## src/rtl/keypad_scan_pkg.sv

```systemverilog
// Shared types and helpers for the 4x4 keypad scanner.
package myPkg;

  // Scanner states: free scanning, press qualification, key down, release qualification.
  typedef enum logic [1:0] {
    ST_SCAN     = 2'd0,
    ST_DEBOUNCE = 2'd1,
    ST_HELD     = 2'd2,
    ST_RELEASE  = 2'd3
  } kp_state_t;

  // Key code {row_idx, col_idx}; doubles as a hex digit for the display path.
  typedef logic [3:0] kp_code_t;

  // Index of the lowest active-low row bit; only meaningful when some bit is low.
  function automatic logic [1:0] lowest_low(input logic [3:0] r);
    logic [1:0] idx;
    idx = 2'd0;
    for (int i = 3; i >= 0; i--) begin
      if (!r[i]) idx = 2'(i);
    end
    return idx;
  endfunction

  // Active-low one-cold column drive for a column index.
  function automatic logic [3:0] col_drive(input logic [1:0] idx);
    return ~(4'b0001 << idx);
  endfunction

endpackage

```

## src/rtl/keypad_scan_sync2.sv

```systemverilog
// Two-flop synchronizer with a configurable reset value.
module sync2 #(
  parameter int               WIDTH   = 1,
  parameter logic [WIDTH-1:0] RST_VAL = '0
) (
  input  logic             clk,
  input  logic             rst,
  input  logic [WIDTH-1:0] d,
  output logic [WIDTH-1:0] q
);

  logic [WIDTH-1:0] meta_q, meta_d;
  logic [WIDTH-1:0] sync_q, sync_d;

  // Next-state: shift the asynchronous input through the two stages.
  always_comb begin
    meta_d = d;
    sync_d = meta_q;
  end

  // Synchronizer stages; reset to the idle level of the input.
  always_ff @(posedge clk or posedge rst) begin
    if (rst) begin
      meta_q <= RST_VAL;
      sync_q <= RST_VAL;
    end else begin
      meta_q <= meta_d;
      sync_q <= sync_d;
    end
  end

  assign q = sync_q;

endmodule

```

## src/rtl/keypad_scan.sv

```systemverilog
// 4x4 keypad scanner: column scan, press/release debounce, key code strobe.
module keypad_scan
  import myPkg::*;
#(
  parameter int SCAN_DIV     = 1000,
  parameter int DEBOUNCE_CNT = 4
) (
  input  logic       clk,
  input  logic       rst,
  input  logic [3:0] row,
  output logic [3:0] col,
  output logic [3:0] key_code,
  output logic       key_valid,
  output logic       key_held
);

  localparam int DW = $clog2(SCAN_DIV);
  localparam int MW = (DEBOUNCE_CNT < 2) ? 1 : $clog2(DEBOUNCE_CNT + 1);
  localparam logic [DW-1:0] DWELL_LAST = DW'(SCAN_DIV - 1);
  localparam logic [MW-1:0] MATCH_LAST = MW'(DEBOUNCE_CNT - 1);

  logic [3:0] rs;

  sync2 #(
    .WIDTH  (4),
    .RST_VAL(4'b1111)
  ) u_sync (
    .clk(clk),
    .rst(rst),
    .d  (row),
    .q  (rs)
  );

  kp_state_t     state_q, state_d;
  logic [DW-1:0] dwell_q, dwell_d;
  logic [MW-1:0] match_q, match_d;
  logic [1:0]    col_idx_q, col_idx_d;
  logic [1:0]    row_idx_q, row_idx_d;
  logic [3:0]    col_q, col_d;
  kp_code_t      key_code_q, key_code_d;
  logic          key_valid_q, key_valid_d;
  logic          key_held_q, key_held_d;

  logic          sample;
  logic          rs_low;
  logic [1:0]    rs_idx;
  logic          row_hit;
  logic          cap_high;

  // Sample-point detection and decoding of the synchronized rows.
  always_comb begin
    sample   = (dwell_q == DWELL_LAST);
    rs_low   = (rs != 4'b1111);
    rs_idx   = lowest_low(rs);
    row_hit  = rs_low && (rs_idx == row_idx_q);
    cap_high = rs[row_idx_q];
  end

  // Next-state logic for the dwell counter, the scan FSM and its outputs.
  always_comb begin
    state_d     = state_q;
    dwell_d     = sample ? '0 : dwell_q + DW'(1);
    match_d     = match_q;
    col_idx_d   = col_idx_q;
    row_idx_d   = row_idx_q;
    key_code_d  = key_code_q;
    key_valid_d = 1'b0;
    key_held_d  = key_held_q;

    case (state_q)
      ST_SCAN: begin
        if (sample) begin
          if (!rs_low) begin
            col_idx_d = col_idx_q + 2'd1;
          end else begin
            row_idx_d = rs_idx;
            if (DEBOUNCE_CNT == 1) begin
              key_code_d  = {rs_idx, col_idx_q};
              key_valid_d = 1'b1;
              key_held_d  = 1'b1;
              match_d     = '0;
              state_d     = ST_HELD;
            end else begin
              match_d = MW'(1);
              state_d = ST_DEBOUNCE;
            end
          end
        end
      end

      ST_DEBOUNCE: begin
        if (sample) begin
          if (row_hit) begin
            if (match_q == MATCH_LAST) begin
              key_code_d  = {row_idx_q, col_idx_q};
              key_valid_d = 1'b1;
              key_held_d  = 1'b1;
              match_d     = '0;
              state_d     = ST_HELD;
            end else begin
              match_d = match_q + MW'(1);
            end
          end else begin
            // Bounce or a different key: give up on this column and move on.
            match_d   = '0;
            col_idx_d = col_idx_q + 2'd1;
            state_d   = ST_SCAN;
          end
        end
      end

      ST_HELD: begin
        // Only the captured row matters; other keys on this column are ignored.
        if (sample && cap_high) begin
          if (DEBOUNCE_CNT == 1) begin
            key_held_d = 1'b0;
            match_d    = '0;
            col_idx_d  = col_idx_q + 2'd1;
            state_d    = ST_SCAN;
          end else begin
            match_d = MW'(1);
            state_d = ST_RELEASE;
          end
        end
      end

      ST_RELEASE: begin
        if (sample) begin
          if (cap_high) begin
            if (match_q == MATCH_LAST) begin
              key_held_d = 1'b0;
              match_d    = '0;
              col_idx_d  = col_idx_q + 2'd1;
              state_d    = ST_SCAN;
            end else begin
              match_d = match_q + MW'(1);
            end
          end else begin
            match_d = '0;
            state_d = ST_HELD;
          end
        end
      end

      default: begin
        state_d = ST_SCAN;
      end
    endcase

    col_d = col_drive(col_idx_d);
  end

  // State and registered outputs.
  always_ff @(posedge clk or posedge rst) begin
    if (rst) begin
      state_q     <= ST_SCAN;
      dwell_q     <= '0;
      match_q     <= '0;
      col_idx_q   <= 2'd0;
      row_idx_q   <= 2'd0;
      col_q       <= 4'b1110;
      key_code_q  <= 4'h0;
      key_valid_q <= 1'b0;
      key_held_q  <= 1'b0;
    end else begin
      state_q     <= state_d;
      dwell_q     <= dwell_d;
      match_q     <= match_d;
      col_idx_q   <= col_idx_d;
      row_idx_q   <= row_idx_d;
      col_q       <= col_d;
      key_code_q  <= key_code_d;
      key_valid_q <= key_valid_d;
      key_held_q  <= key_held_d;
    end
  end

  assign col       = col_q;
  assign key_code  = key_code_q;
  assign key_valid = key_valid_q;
  assign key_held  = key_held_q;

endmodule

```

## config.mk

```make
export PLATFORM = sky130hd
export DESIGN_NAME = keypad_scan
export DESIGN_NICKNAME = d
export VERILOG_FILES = /design/src/rtl/keypad_scan_pkg.sv /design/src/rtl/keypad_scan_sync2.sv /design/src/rtl/keypad_scan.sv
export SDC_FILE = /design/constraint.sdc
export NUM_CORES = 1
export LEC_CHECK = 0
export CORE_ASPECT_RATIO = 0.5
export CORE_MARGIN = 1.5
export CORE_UTILIZATION = 35
export DETAILED_ROUTE_END_ITERATION = 6
export GPL_TIMING_DRIVEN = 0
export PLACE_DENSITY = 0.56
export SYNTH_ARGS = -nofsm -noshare
export SYNTH_HDL_FRONTEND = slang
export SYNTH_SLANG_ARGS = --single-unit
```

## constraint.sdc

```tcl
create_clock -name clk -period 2.49 [get_ports clk]
set_input_delay 0.6225 -clock clk [delete_from_list [all_inputs] [get_ports clk]]
set_output_delay 0.6225 -clock clk [all_outputs]
set_load 0.1 [all_outputs]
```

Word level (Yosys, flattened, before mapping)
Cells that the tools add are included.

Bits in registers: 37. Word-level logic and storage cells: 89. Bits of input ports: 6.

Bitwise gates (word level): 1. Reductions and logical operators: 9. Shift-type cells: 1. Eq/ne operators: 18. Mux-type cells: 45. Magnitude comparators: 1. $add $sub $neg: 3.

Operators by type and width (count): two-way mux 2 bit (20); two-way mux 3 bit (8); != test 2 bit, second input constant (9); AND reduction 7 bit (2); case mux 3 bit (4 select lines) (1); two-way mux 1 bit (11); adder 10 x 1 -> 10 bit, second input constant (1); equality test 10 bit, second input constant (1); two-way mux 10 bit (1); case mux 2 bit (4 select lines) (1); != test 3 bit, second input constant (2); case mux 2 bit (3 select lines) (1); AND reduction 5 bit (1); equality test 2 bit, second input constant (2); != test 4 bit, second input constant (1); inverter 4 bit (1); AND reduction 4 bit (1); left shift 1 x 2 -> 4 bit, first input constant (1); adder 3 x 1 -> 3 bit, second input constant (1); equality test 3 x 2 -> 1 bit, second input constant (1); < comparator 2 x 3 -> 1 bit, second input constant (1); AND reduction 3 bit (1); adder 2 x 1 -> 2 bit, second input constant (1); binary-select mux 1 bit (select 2 bit) (1); 6 further kinds (7).

Logic depth before layout (Yosys ltp)
Depth after elaboration: 11. Depth in mapped cells: 8. Mapped depth without buffers: 6.

Hierarchy
From an unflattened synthesis, not the netlist that was laid out.

Cells, all modules: 147. Area total of the unflattened synthesis: 1711.6 um2.

By module, submodules not included: keypad_scan (instances 1, cells an instance 138, sequential area each 729.4 um2, area each 1497.7 um2); sync2 (instances 1, cells an instance 9, sequential area each 210.2 um2, area each 214.0 um2).

Worst setup path before layout
Ideal clock, no wire load.

Path type: register to register. Start point: register dwell_q[0]. End point: register key_code_q[0] (netlist: key_code[0]). Library setup time: 0.128 ns. Stages on the path, launching flop included: 8. Required time: 2.362 ns. Arrival: 1.767 ns. Clock period less this slack: 1.896 ns. Buffers on the path: 2. Path slack: 0.594 ns. Path through: dfrtp_1 > ha_1 > and4bb_1 > and3_1 > buf_2 > buf_2 > nand4_1 > mux2_1.

Cells in the longest elaborated chain, start to end: 2.

RTL lines: start: declaration (line keypad_scan.sv:35) `logic [DW-1:0] dwell_q, dwell_d;`; start signal: assignment (line keypad_scan.sv:167) `dwell_q <= dwell_d;`; equality test 10 bit (line keypad_scan.sv:52) `sample = (dwell_q == DWELL_LAST);`; AND reduction 4 bit (no line); end signal: assignment (line keypad_scan.sv:172) `key_code_q <= key_code_d;`; end: declaration (line keypad_scan.sv:40) `kp_code_t key_code_q, key_code_d;`.

No other way between the ends. A chain may end at the register's enable or synchronous reset.

Worst setup path in the final report
Start point: register key_code_q[2] (netlist: key_code[2]). End point: output port key_code[2].

RTL lines: end: declaration (line keypad_scan.sv:12) `output logic [3:0] key_code,`.

No word-level cell between the ends.

==> metrics <==
final setup vio count 0; nets 187; M3 GR Usage 4.40%; Iter 0 DRT Violations 33; cts hold-fix bufs 0; Sw Share 19.6%; ant diodes 0; cell area after technology mapping 0.00174 mm^2; WHS Endpoint u_sync.q[0]; Die H 52.8 um; CTS tree yes; Comb pwr share 2.9%; fmax 419 MHz; largest net degree at the start of global routing 20; ys flop type dfrtp_1; dpl hpwl 2360 um; crit path max-delay cell type clkdlybuf4s50_1; # fillers 431; CTS buffer count 5; Final period util 95.8%; crit path DAT 1.76 ns; Seq/Total Area, Yosys 54.0%; Non-Filler Instances 246; CP max stage delay 1.13 ns; Initial Utilization 38.0%; Cell variety after synth 49; crit-path max FO 2; PortBufs 15; critical path, cell by cell clkdlybuf4s50_1; FF-to-FF path depth 7; Die X 103 um; Post-synth EDFFs 0; Setup Skew 0.00526 ns; Inst Count DP 238; Synth top cells by count dfrtp_1 (26), nor2_1 (13), dfstp_2 (11); Mapped Avg Cell Area 11.1 um^2; Root Driver clkbuf_8; drt wl/cell 13.1 um; Area Growth Syn to Fin 21.7%; Internal 0.000954 W; worst-skew pair later-pin latency 0.28 ns; critical setup path kind flop to output port; min-delay src u_sync.meta_q[0]; Sw Pwr 0.000232 W; DRT Wirelength 3230 um; CP top delay family buffers and inverters; DR vias 1219; Via density 4.96; cell with the most instances after synthesis dfrtp_1; DRC 0; synth warn 0; pwr dens 560 mW/mm^2; startpoint class of the critical path flop; Ports 16; vias in the first global route 1141; first-pass GRT wire length 5520 um; sequential power share 52.2%; final worst slack 0.105 ns; Post-Syn Instances 156; met1 Track Usage GR 19.8%; Reg2Reg Setup Slack 0.25 ns; WP buf/inv 1; r2r endpoint key_code[2]; Period minus WS final 2.39 ns; First-pass DRT Iterations 4; WHS Path Cells 0; die area 0.00543 mm^2; met2 GRT Util 19.8%; post-synth top area cell dfrtp_1; total grt overflow 0; CP endpoint kind output port; Yosys reg bits 37; busiest layer in global routing met1; Hold Violations, Final 0; Static Leak 0.952 nW; layout cells sized above 1 17.2%; HP Class flop to flop; Worst-Margin Slew 0.961 ns; initial antenna violation count 0; buffer depth of the longest clock path 2; H-Tree Level Count 2; Placeable Area 0.00457 mm^2; status finished, final reports clean; Slew Limit Headroom 35.8%; top-area cell type share of the netlist area 37.4%; setup TNS 0 ns; All-Layer GR Usage 13.9%; row cnt 17; Slew Viols, Final 0; worst r2r src dwell_q[0]; CTS sink cnt 37; largest cells by area after synthesis dfrtp_1 (37%), dfstp_2 (17%), and4_1 (3.5%); Final GP Congestion 0.765; asr flop ratio synth 100%; CP required 1.87 ns; Worst-path clk slew 0.07 ns; ANT nets after route 0; Worst VDD drop 195 uV; Setup WS pre-CTS 0.228 ns; RSZ-0062 raised after global routing no; Synthesized Nets 164; maxcap violations 0; part of the power in the clock network 44.9%
[repair_timing]
item,in CTS,in global routing
setup buffers,0,0
resized for setup,3,1
setup endpoints to repair,3,1
[sequential cells by signal, summed over array words and instances, names as in the netlist, 2 cells and up]
register / flops
u_sync.meta_q: 4
row_idx_q: 2
key_code: 4
match_q: 3
state_q: 2
col: 4
u_sync.q: 4
dwell_q: 10
col_idx_q: 2
[worst max path at each step]
| stage | start | cells after the start | endpoint | slack [ns] |
|---|---|---|---|---|
| 2_1_floorplan | dwell_q[0] | 7 | key_code[0] | 0.59 |
| 3_3_place_gp | rst | 2 | col[0] | 0.23 |
| 3_5_place_dp | dwell_q[0] | 8 | match_q[0] | 0.23 |
| 4_1_cts | key_code[2] | 1 | key_code[2] | 0.09 |
| 5_1_grt | key_code[2] | 1 | key_code[2] | 0.05 |
| 6_report | key_code[2] | 1 | key_code[2] | 0.10 |
[kinds of logic (layout without fill, tap and decap cells)]
kind of cell	Yosys count	in the layout	share of synthesized area [%]
AO/OA/AOI/OAI	35	35	14.8
XOR/XNOR	6	6	3.02
adder cells (fa/ha/maj)	2	2	1.44
buffers and inverters	13	37	2.95
flip-flops	37	37	54.0
multiplexers	5	5	3.88
AND/OR/NAND/NOR	58	58	19.9
[per-layer routing]
layer	up-vias	wire, um
met5	-	0
met4	0	29
met3	4	120
met2	26	1290
met1	575	1790
li1	614	-
[power groups by stage]
stage	clock, W	sequential (W)	combinational, W
floorplan	0	0.000628	0.0000167
global placement	0	0.000629	0.0000290
detailed placement	0	0.000630	0.0000353
CTS	0.000554	0.000619	0.0000354
global route	0.000582	0.000620	0.0000392
finish	0.000533	0.000619	0.0000342
[stage by stage]
stage / hold WS, ns / total power, W / instance area (um^2) / utilization [%]
6_report: 0.356 / 0.00119 / 2120 / 46.3
5_1_grt: 0.361 / 0.00124 / 2120 / 46.3
4_1_cts: 0.358 / 0.00121 / 2120 / 46.3
3_5_place_dp: 0.347 / 0.000665 / 2000 / 43.7
3_3_place_gp: 0.346 / 0.000658 / 1970 / 43.1
2_1_floorplan: 0.345 / 0.000645 / 1740 / -
[final cells by class]
class                   instances  area, um^2  area share [%]
flip-flops and latches         37         940            44.4
multi-input cells             106         748            35.3
repair buffers                 16         174            8.22
clock buffers                   6        82.6            3.90
well taps                      66        82.6            3.90
clock inverters                 2        37.5            1.77
plain buffers                   6        26.3            1.24
inverters                       7        26.3            1.24
[cells in the final DEF, fill, tap and decap left out, types with 6 or more instances in the layout]
master,instances
inv_1,7
clkbuf_8,6
a31oi_1,6
dfrtp_1,26
dfstp_2,11
and3_1,7
clkdlybuf4s50_1,12
nand2_1,10
nor2_1,13
and4_1,7
Note: power is estimated with default switching activity, not from simulation.
